## config.mk

```make
export PLATFORM = sky130hd
export DESIGN_NAME = hazard_unit
export DESIGN_NICKNAME = d
export VERILOG_FILES = /design/src/rtl/hazard_unit.sv
export SDC_FILE = /design/constraint.sdc
export NUM_CORES = 1
export LEC_CHECK = 0
export ABC_AREA = 1
export CELL_PAD_IN_SITES_DETAIL_PLACEMENT = 0
export CELL_PAD_IN_SITES_GLOBAL_PLACEMENT = 1
export CORE_MARGIN = 2
export CORE_UTILIZATION = 25
export DETAILED_ROUTE_END_ITERATION = 10
export PLACE_DENSITY_LB_ADDON = 0.1
export SLEW_MARGIN = 20
export SYNTH_ARGS = -nofsm -noshare
export SYNTH_HDL_FRONTEND = slang
export SYNTH_SLANG_ARGS = --single-unit
```

## constraint.sdc

```tcl
create_clock -name i_clk -period 4.9 [get_ports i_clk]
set_clock_uncertainty 0.1 [all_clocks]
set_input_delay 1.225 -clock i_clk [delete_from_list [all_inputs] [get_ports i_clk]]
set_output_delay 1.225 -clock i_clk [all_outputs]
set_load 0.02 [all_outputs]
```

## src/rtl/hazard_unit.sv

```systemverilog
// ---------------------------------------------------------------------------
// hazard_unit
//
// Purpose:
//   Hazard detection and forwarding control for the five-stage RV32I
//   pipeline. The block keeps a private shadow copy of the register-hazard
//   fields (rs1/rs2/rd/regWrite/isLoad) as they move from Decode to
//   Writeback. From that copy it derives the Execute-stage forwarding
//   selects and the stall/flush controls for the pipeline registers. The
//   datapath therefore only has to present Decode-stage fields plus the
//   branch and memory-wait status.
//
// Ports:
//   i_clk          rising-edge clock
//   i_rst_n        asynchronous active-low reset
//   i_rs1_D        Decode source register 1
//   i_rs2_D        Decode source register 2
//   i_rd_D         Decode destination register
//   i_regWrite_D   Decode instruction writes rd
//   i_resultSrc_D  Decode result source (LOAD_SRC marks a load)
//   i_pcSrc_E      taken branch/jump resolved in Execute
//   i_memBusy_M    data memory not ready for the Memory-stage access
//   o_forwardA_E   operand A select: 00 rd1_E, 01 Writeback result,
//                  10 aluResult_M
//   o_forwardB_E   operand B select, same encoding as operand A
//   o_stall_F      hold PC
//   o_stall_D      hold F/D register
//   o_flush_D      clear F/D register to a bubble
//   o_stall_E      hold D/E register
//   o_flush_E      clear D/E register to a bubble
//   o_stall_M      hold E/M register
//   o_flush_W      clear M/W register to a bubble
// ---------------------------------------------------------------------------
module hazard_unit #(
    parameter int          REG_AW   = 5,
    parameter logic [1:0]  LOAD_SRC = 2'b01
) (
    input  logic              i_clk,
    input  logic              i_rst_n,
    input  logic [REG_AW-1:0] i_rs1_D,
    input  logic [REG_AW-1:0] i_rs2_D,
    input  logic [REG_AW-1:0] i_rd_D,
    input  logic              i_regWrite_D,
    input  logic [1:0]        i_resultSrc_D,
    input  logic              i_pcSrc_E,
    input  logic              i_memBusy_M,
    output logic [1:0]        o_forwardA_E,
    output logic [1:0]        o_forwardB_E,
    output logic              o_stall_F,
    output logic              o_stall_D,
    output logic              o_flush_D,
    output logic              o_stall_E,
    output logic              o_flush_E,
    output logic              o_stall_M,
    output logic              o_flush_W
);

    // Shadow pipeline: Execute stage (D/E register)
    logic [REG_AW-1:0] r_rs1_E;
    logic [REG_AW-1:0] r_rs2_E;
    logic [REG_AW-1:0] r_rd_E;
    logic              r_regWrite_E;
    logic              r_isLoad_E;

    // Shadow pipeline: Memory stage (E/M register)
    logic [REG_AW-1:0] r_rd_M;
    logic              r_regWrite_M;

    // Shadow pipeline: Writeback stage (M/W register)
    logic [REG_AW-1:0] r_rd_W;
    logic              r_regWrite_W;

    // Combinational controls before the reset gating
    logic              w_isLoad_D;
    logic              w_lwStall;
    logic [1:0]        w_forwardA;
    logic [1:0]        w_forwardB;
    logic              w_stallF;
    logic              w_stallD;
    logic              w_flushD;
    logic              w_stallE;
    logic              w_flushE;
    logic              w_stallM;
    logic              w_flushW;

    // M stage wins over W because it holds the younger result; x0 is
    // hard-wired to zero and is never forwarded.
    function automatic logic [1:0] fwdSel(
        input logic [REG_AW-1:0] rs,
        input logic              regWriteM,
        input logic [REG_AW-1:0] rdM,
        input logic              regWriteW,
        input logic [REG_AW-1:0] rdW
    );
        logic [1:0] sel;
        sel = 2'b00;
        if (regWriteM && (rdM != '0) && (rdM == rs)) begin
            sel = 2'b10;
        end else if (regWriteW && (rdW != '0) && (rdW == rs)) begin
            sel = 2'b01;
        end
        return sel;
    endfunction

    assign w_isLoad_D = i_regWrite_D && (i_resultSrc_D == LOAD_SRC);

    // Hazard detection and control priority. A memory wait freezes the
    // whole front of the pipe and masks everything else, so a branch held
    // in Execute re-resolves once the memory releases. A taken branch
    // beats a load-use stall because the Decode instruction is on the
    // wrong path anyway. rs2 is compared even for formats without rs2;
    // the occasional extra stall is harmless.
    always_comb begin
        w_lwStall = r_isLoad_E && (r_rd_E != '0) &&
                    ((r_rd_E == i_rs1_D) || (r_rd_E == i_rs2_D));

        w_forwardA = fwdSel(r_rs1_E, r_regWrite_M, r_rd_M, r_regWrite_W, r_rd_W);
        w_forwardB = fwdSel(r_rs2_E, r_regWrite_M, r_rd_M, r_regWrite_W, r_rd_W);

        w_stallF = 1'b0;
        w_stallD = 1'b0;
        w_flushD = 1'b0;
        w_stallE = 1'b0;
        w_flushE = 1'b0;
        w_stallM = 1'b0;
        w_flushW = 1'b0;

        if (i_memBusy_M) begin
            w_stallF = 1'b1;
            w_stallD = 1'b1;
            w_stallE = 1'b1;
            w_stallM = 1'b1;
            w_flushW = 1'b1;
        end else if (i_pcSrc_E) begin
            w_flushD = 1'b1;
            w_flushE = 1'b1;
        end else if (w_lwStall) begin
            w_stallF = 1'b1;
            w_stallD = 1'b1;
            w_flushE = 1'b1;
        end
    end

    // Outputs drop to zero asynchronously while reset is held.
    always_comb begin
        o_forwardA_E = 2'b00;
        o_forwardB_E = 2'b00;
        o_stall_F    = 1'b0;
        o_stall_D    = 1'b0;
        o_flush_D    = 1'b0;
        o_stall_E    = 1'b0;
        o_flush_E    = 1'b0;
        o_stall_M    = 1'b0;
        o_flush_W    = 1'b0;
        if (i_rst_n) begin
            o_forwardA_E = w_forwardA;
            o_forwardB_E = w_forwardB;
            o_stall_F    = w_stallF;
            o_stall_D    = w_stallD;
            o_flush_D    = w_flushD;
            o_stall_E    = w_stallE;
            o_flush_E    = w_flushE;
            o_stall_M    = w_stallM;
            o_flush_W    = w_flushW;
        end
    end

    // Shadow pipeline advance. During a memory wait D/E and E/M hold while
    // M/W takes a bubble, mirroring the stall/flush controls sent to the
    // real pipeline registers.
    always_ff @(posedge i_clk or negedge i_rst_n) begin
        if (!i_rst_n) begin
            r_rs1_E      <= '0;
            r_rs2_E      <= '0;
            r_rd_E       <= '0;
            r_regWrite_E <= 1'b0;
            r_isLoad_E   <= 1'b0;
            r_rd_M       <= '0;
            r_regWrite_M <= 1'b0;
            r_rd_W       <= '0;
            r_regWrite_W <= 1'b0;
        end else if (i_memBusy_M) begin
            r_rd_W       <= '0;
            r_regWrite_W <= 1'b0;
        end else begin
            r_rd_W       <= r_rd_M;
            r_regWrite_W <= r_regWrite_M;
            r_rd_M       <= r_rd_E;
            r_regWrite_M <= r_regWrite_E;
            if (w_flushE) begin
                r_rs1_E      <= '0;
                r_rs2_E      <= '0;
                r_rd_E       <= '0;
                r_regWrite_E <= 1'b0;
                r_isLoad_E   <= 1'b0;
            end else begin
                r_rs1_E      <= i_rs1_D;
                r_rs2_E      <= i_rs2_D;
                r_rd_E       <= i_rd_D;
                r_regWrite_E <= i_regWrite_D;
                r_isLoad_E   <= w_isLoad_D;
            end
        end
    end

endmodule

```

; Yosys cells after proc, flatten, opt, wreduce, memory -nomap -nowiden
; Cells that the tools add are included.
[word_totals]
regBits = 29
in_bits = 22
wordCells = 54
[classes]
eq_ne = 7
mux = 25
reduce_logical = 13
[ops]
columns = cell, count
row1 = $eq 5x5->1, 6
row2 = $mux 5, 4
row3 = $mux 1, 17
row4 = $reduce_bool 5->1, 3
row5 = $logic_and 1x1->1, 9
row6 = $mux 2, 4
row7 = $eq 2x1->1 const B, 1
row8 = $logic_or 1x1->1, 1

; Logic depth before layout (Yosys ltp)
; Gate-level depths: netlist of run 1.
[depth]
word_depth = 7
depth_mapped = 11
depth_no_buf = 10

; Worst setup path before layout of run 1
; OpenSTA, ideal clock, no wires.
[synth_timing]
path_type = input to output
start = input port i_rs1_D[4]
end = output port o_stall_F
t_arrival_ns = 2.432
required_time_ns = 3.575
setup_slack_ns = 1.143
stages = 9
path_cell_list = inv_1 > nand2_1 > nand2_1 > nor2_1 > nand3_1 > nand2_1 > nand2_2 > o21ai_0 > buf_4
[synth_via]
elab_chain_len = 7
[synth_lines]
columns = item, line
row1 = "start, declared", 40  ; input logic [REG_AW-1:0] i_rs1_D,
row2 = $eq 5x5->1, 115  ; ((r_rd_E == i_rs1_D) || (r_rd_E == i_rs2_D));
row3 = $logic_or 1x1->1, 115
row4 = $logic_and 1x1->1, 114  ; w_lwStall = r_isLoad_E && (r_rd_E != '0) &&
row5 = $mux 1 (4 in a row), n/a
row6 = "end, declared", 49  ; output logic o_stall_F,
; No other way between the ends.

; Worst setup path in the final report of run 1
[layout_timing]
start = input port i_rs1_D[0]
end = output port o_stall_F
[layout_via]
elab_chain_len = 7
[layout_lines]
columns = item, line
row1 = $eq 5x5->1, 115
row2 = $logic_or 1x1->1, 115
row3 = $logic_and 1x1->1, 114
row4 = $mux 1, 137  ; end else if (w_lwStall) begin
row5 = $mux 1, 134  ; end else if (i_pcSrc_E) begin
row6 = $mux 1, 128  ; if (i_memBusy_M) begin
row7 = $mux 1, 155  ; if (i_rst_n) begin
; No other way between the ends.

==> results of run 1 <==
-- synth_stat cells (2+ instances only) --
master,instances,share of area
inv_1,28,0.062
nor3_1,3,0.0089
dfrtp_1,29,0.43
inv_2,3,0.0067
nand2_1,73,0.16
o21ai_0,23,0.068
a21oi_1,8,0.024
nand2_2,3,0.011
mux2i_1,3,0.018
buf_4,3,0.013
xnor2_1,7,0.036
nor2_1,19,0.042
o22ai_1,2,0.0074
nand3_1,6,0.018
buf_1,2,0.0045
xor2_1,5,0.026
buf_6,2,0.013
nand4_1,5,0.019
-- power by group --
| group | switching, mW | total [mW] | internal, mW |
|---|---|---|---|
| clock network | 0.0914 | 0.218 | 0.127 |
| registers | 0.0248 | 0.285 | 0.260 |
| logic | 0.0707 | 0.131 | 0.0600 |
| total | 0.187 | 0.633 | 0.446 |
-- cell families after synthesis --
| kind of cell | Yosys count | synth area share |
|---|---|---|
| simple gates | 113 | 0.278 |
| buf+inv | 41 | 0.108 |
| xor+xnor | 12 | 0.0624 |
| flops | 29 | 0.431 |
| mux | 3 | 0.0178 |
| compound gates | 34 | 0.104 |
-- worst max-delay path, cell delays in order --
cell and delay (ps):
clkdlybuf4s50_1 500, inv_1 50, nand2_1 50, nand2_1 50, nor2_1 170, nand3_1 100, nand2_1 90, nand2_2 90
o21ai_0 210, clkdlybuf4s50_1 640
-- area by class of cell --
class / count / area [um^2] / area share
Clock buffer: 7 / 96.3 / 0.0441
Clock inverter: 1 / 5.00 / 0.00229
Inverter: 32 / 120 / 0.0549
Multi-Input combinational cell: 162 / 778 / 0.356
Sequential cell: 29 / 726 / 0.332
Tap cell: 77 / 96.3 / 0.0441
Timing Repair Buffer: 38 / 365 / 0.167
-- flip-flops by register name (all words and copies together) (netlist names) --
signal / count
r_rd_E: 5
r_rs1_E: 5
r_regWrite_M: 1
r_isLoad_E: 1
r_regWrite_E: 1
r_rd_W: 5
r_rs2_E: 5
r_regWrite_W: 1
r_rd_M: 5
-- worst max path at each step --
stage | from | end | slack [ps] | depth (start not counted)
after floorplan | i_rs1_D[4] | o_stall_F | 1140 | 9
after global placement | i_rs1_D[0] | o_stall_D | 380 | 10
after detailed placement | i_rs1_D[0] | o_stall_F | 360 | 10
after CTS | i_rs1_D[0] | o_stall_F | 360 | 10
after global routing | i_rs1_D[0] | o_stall_D | 220 | 10
final | i_rs1_D[0] | o_stall_F | 400 | 10
-- metrics by stage --
step	std cells	instance area (um^2)
3_5_place_dp	338	2090
2_1_floorplan	232	1690
6_report	346	2190
4_1_cts	346	2190
5_1_grt	346	2190
3_3_place_gp	338	2090
-- routing by layer --
metal  GRT usage  share of wire  routed length [um]  up-vias
li1            -              -                   -      791
met1       0.179           0.50                2270      680
met2       0.209           0.46                2070       32
met3      0.0269          0.029                 130        7
met4      0.0476          0.015                  70        0
met5           0              0                   0        -
==> flow_metrics.env, run 1 <==
export IMPL_netlist_instances=232
export IMPL_route_detailed_wl_per_inst_um=13.1
export IMPL_post_cts_buffers=0
export IMPL_p_leak_nw=1.09
export IMPL_nFillCells=705
export IMPL_final_common_cell="nand2_1"
export IMPL_ys_flop_type="dfrtp_1"
export IMPL_syn_area_per_cell_um2=7.26
export IMPL_period_minus_slack_ps=4500
export IMPL_ys_seq_area_frac=0.431
export IMPL_path_clk_slew_ps=60
export IMPL_die_h_um=86.1
export IMPL_clock_sinks=29
export IMPL_critPathLaunchType="input port"
export IMPL_final_core_util=0.341
export IMPL_worst_slew_pin_transition_ps=354
export IMPL_cp_end_kind="output pin"
export IMPL_postRouteAntennaNets=0
export IMPL_drive_above_1_share=0.0781
export IMPL_clock_latency_ps=280
export IMPL_htree_levels=2
export IMPL_setup_tns_final_ps=0
export IMPL_wl_mm=4.54
export IMPL_relSlewSlack=0.762
export IMPL_diodes=0
export IMPL_hold_violations=0
export IMPL_hold_end="r_isLoad_E$_DFFE_PN0N_"
export IMPL_cts_buffers=5
export IMPL_core_um2=6420
export IMPL_drtPass1Iterations=4
export IMPL_dieArea_um2=7410
export IMPL_clockBufferDepth=2
export IMPL_track_usage=0.132
export IMPL_initial_core_util=0.262
export IMPL_hpwl_mm=3.54
export IMPL_viasPerCell=4.36
export IMPL_crit_type="in2out"
export IMPL_slew_violations=0
export IMPL_reg2reg_slack_ps=3240
export IMPL_grt_max_degree=34
export IMPL_grt_pass1_vias=1471
export IMPL_clockRootBuffer="clkbuf_8"
export IMPL_preCtsSetupSlack_ps=360
export IMPL_tritoncts="yes"
export IMPL_mappedNetlistArea_um2=1690
export IMPL_grt_pass1_wl_mm=7.45
export IMPL_cts_hold_buf=0
export IMPL_irDropWorstVdd_mv=0.101
export IMPL_maxCapViolCount=0
export IMPL_via_count=1510
export IMPL_power_uw=633
export IMPL_max_freq_mhz=222
export IMPL_rows=29
export IMPL_status="finished clean"
export IMPL_hp_class="reg2reg"
export IMPL_port_buffers=32
export IMPL_reg2reg_from="r_rd_E[0]$_DFFE_PN0N_"
export IMPL_holdWs_ps=378
export IMPL_crit_required_ps=3580
export IMPL_setup_slack_ps=399
export IMPL_ys_seq_elements=29
export IMPL_gp_congestion=0.781
export IMPL_antenna_found_initial=0
export IMPL_nets=290
export IMPL_drtIter0Drc=74
export IMPL_hp_start="r_isLoad_E$_DFFE_PN0N_"
export IMPL_ctsResizeCount=0
export IMPL_most_common_layout_cells="73 x nand2_1, 32 x clkdlybuf4s50_1, 29 x dfrtp_1"
export IMPL_rsz0062_at_grt="false"
export IMPL_die_w_um=86.1
export IMPL_yosys_warnings=0
export IMPL_setup_viol=0
export IMPL_critPathMaxFanout=5
export IMPL_syn_nets=254
export IMPL_gr_total_overflow=0
export IMPL_synthArstFlopShare=1.00
export IMPL_areaGrowthSynthToFinish_pct=29.8
export IMPL_holdPathStages=2
export IMPL_synth_edf_count=0
export IMPL_io_pins=33
export IMPL_synth_distinct_cells=26
export IMPL_drc=0
export IMPL_reg2reg_depth=10
export IMPL_worstPathArrival_ps=3180
export IMPL_rr_endpoint="r_rs1_E[0]$_DFFE_PN0N_"
export IMPL_p_per_area_nw_per_um2=290
export IMPL_timing_final_crit_share=0.918
Power figures use the tool's default switching activity.
==> inputs of run 2 (changes only) <==
--- a/config.mk
+++ b/config.mk
@@ -6,12 +6,10 @@
 export NUM_CORES = 1
 export LEC_CHECK = 0
 export ABC_AREA = 1
-export CELL_PAD_IN_SITES_DETAIL_PLACEMENT = 0
-export CELL_PAD_IN_SITES_GLOBAL_PLACEMENT = 1
+export CORE_ASPECT_RATIO = 1.1
 export CORE_MARGIN = 2
 export CORE_UTILIZATION = 25
 export DETAILED_ROUTE_END_ITERATION = 10
-export PLACE_DENSITY_LB_ADDON = 0.1
 export SLEW_MARGIN = 20
 export SYNTH_ARGS = -nofsm -noshare
 export SYNTH_HDL_FRONTEND = slang
==> flow_metrics.env, run 2 (same netlist as run 1, synthesis figures left out) <==
export IMPL_status="finished clean"
export IMPL_setup_tns_final_ps=0
export IMPL_setup_slack_ps=435
export IMPL_route_detailed_wl_per_inst_um=11.5
export IMPL_diodes=0
export IMPL_relSlewSlack=0.743
export IMPL_tritoncts="yes"
export IMPL_die_h_um=90.1
export IMPL_critPathLaunchType="input port"
export IMPL_worst_slew_pin_transition_ps=382
export IMPL_hp_class="reg2reg"
export IMPL_maxCapViolCount=0
export IMPL_initial_core_util=0.257
export IMPL_rows=31
export IMPL_busiest_layer="met2"
export IMPL_crit_type="in2out"
export IMPL_clockRootBuffer="clkbuf_8"
export IMPL_reg2reg_depth=8
export IMPL_grt_pass1_vias=1530
export IMPL_p_per_area_nw_per_um2=278
export IMPL_grt_pass1_wl_mm=7.10
export IMPL_crit_required_ps=3580
export IMPL_setup_viol=0
export IMPL_critPathMaxFanout=5
export IMPL_die_w_um=82.3
export IMPL_path_clk_slew_ps=60
export IMPL_final_common_cell="nand2_1"
export IMPL_worstPathArrival_ps=3140
export IMPL_via_count=1490
export IMPL_p_leak_nw=1.08
export IMPL_nets=290
export IMPL_hold_end="r_isLoad_E$_DFFE_PN0N_"
export IMPL_timing_final_crit_share=0.911
export IMPL_core_um2=6560
export IMPL_most_common_layout_cells="73 x nand2_1, 32 x clkdlybuf4s50_1, 29 x dfrtp_1"
export IMPL_cts_hold_buf=0
export IMPL_gp_congestion=0.808
export IMPL_rr_endpoint="r_rs1_E[0]$_DFFE_PN0N_"
export IMPL_postRouteAntennaNets=0
export IMPL_port_buffers=32
export IMPL_gr_total_overflow=0
export IMPL_drive_above_1_share=0.0781
export IMPL_hp_start="r_isLoad_E$_DFFE_PN0N_"
export IMPL_clock_latency_ps=280
export IMPL_antenna_found_initial=0
export IMPL_grt_max_degree=24
export IMPL_track_usage=0.127
export IMPL_preCtsSetupSlack_ps=426
export IMPL_reg2reg_from="r_rd_E[1]$_DFFE_PN0N_"
export IMPL_cp_end_kind="output pin"
export IMPL_clock_sinks=29
export IMPL_viasPerCell=4.25
export IMPL_hpwl_mm=3.12
export IMPL_io_pins=33
export IMPL_drc=0
export IMPL_drtIter0Drc=64
export IMPL_reg2reg_slack_ps=3310
export IMPL_areaGrowthSynthToFinish_pct=29.3
export IMPL_clockBufferDepth=2
export IMPL_slew_violations=0
export IMPL_grtUsageMet1=0.161
export IMPL_period_minus_slack_ps=4470
export IMPL_grtUsageMet2=0.203
export IMPL_irDropWorstVdd_mv=0.0921
export IMPL_holdPathStages=2
export IMPL_wl_mm=4.05
export IMPL_post_cts_buffers=0
export IMPL_max_freq_mhz=224
export IMPL_drtPass1Iterations=4
export IMPL_ctsResizeCount=0
export IMPL_hold_violations=0
export IMPL_rsz0062_at_grt="false"
export IMPL_use_met3=0.0331
export IMPL_nFillCells=695
export IMPL_cts_buffers=5
export IMPL_dieArea_um2=7420
export IMPL_htree_levels=2
==> run 2: cell type report <==
cell class	instances	area [um^2]	area share
Tap cell	82	103	0.0471
Timing Repair Buffer	38	365	0.168
Clock buffer	5	68.8	0.0316
Multi-Input combinational cell	162	778	0.357
Clock inverter	3	17.5	0.00804
Sequential cell	29	726	0.333
Inverter	32	120	0.0551
==> run 2: critical path, stage by stage <==
cell	delay (ps)
clkdlybuf4s50_1	500
inv_1	50
nand2_1	50
nand2_1	50
nor2_1	130
nand3_1	80
nand2_1	90
nand2_2	90
o21ai_0	230
clkdlybuf4s50_1	650
==> run 2: power by group <==
part,switching [mW],internal (mW),total (mW)
clock,0.0955,0.0977,0.193
sequential,0.0231,0.260,0.283
combinational,0.0683,0.0600,0.128
total,0.187,0.417,0.604
==> run 2: per-stage QoR <==
step	hold slack [ps]	power (mW)	cells	area (um^2)	utilization
CTS	383	0.614	351	2180	0.332
floorplan	343	0.364	232	1690	-
global route	426	0.645	351	2180	0.332
finish	383	0.604	351	2180	0.332
detailed placement	365	0.417	343	2090	0.319
global placement	360	0.415	343	2090	0.319
==> run 2: layer usage <==
metal  part of all wire  vias up
li1                   -      801
met2               0.48       30
met5                  0        -
met1               0.47      652
met4              0.016        0
met3              0.042        7
==> run 2: how the worst max path moves through the flow <==
stage	from	to
6_report	i_rs1_D[0]	o_stall_D
5_1_grt	i_rs1_D[1]	o_stall_D
4_1_cts	i_rs1_D[0]	o_stall_D
3_5_place_dp	i_rs1_D[0]	o_stall_D
3_3_place_gp	i_rs1_D[4]	o_stall_D
2_1_floorplan	i_rs1_D[4]	o_stall_F
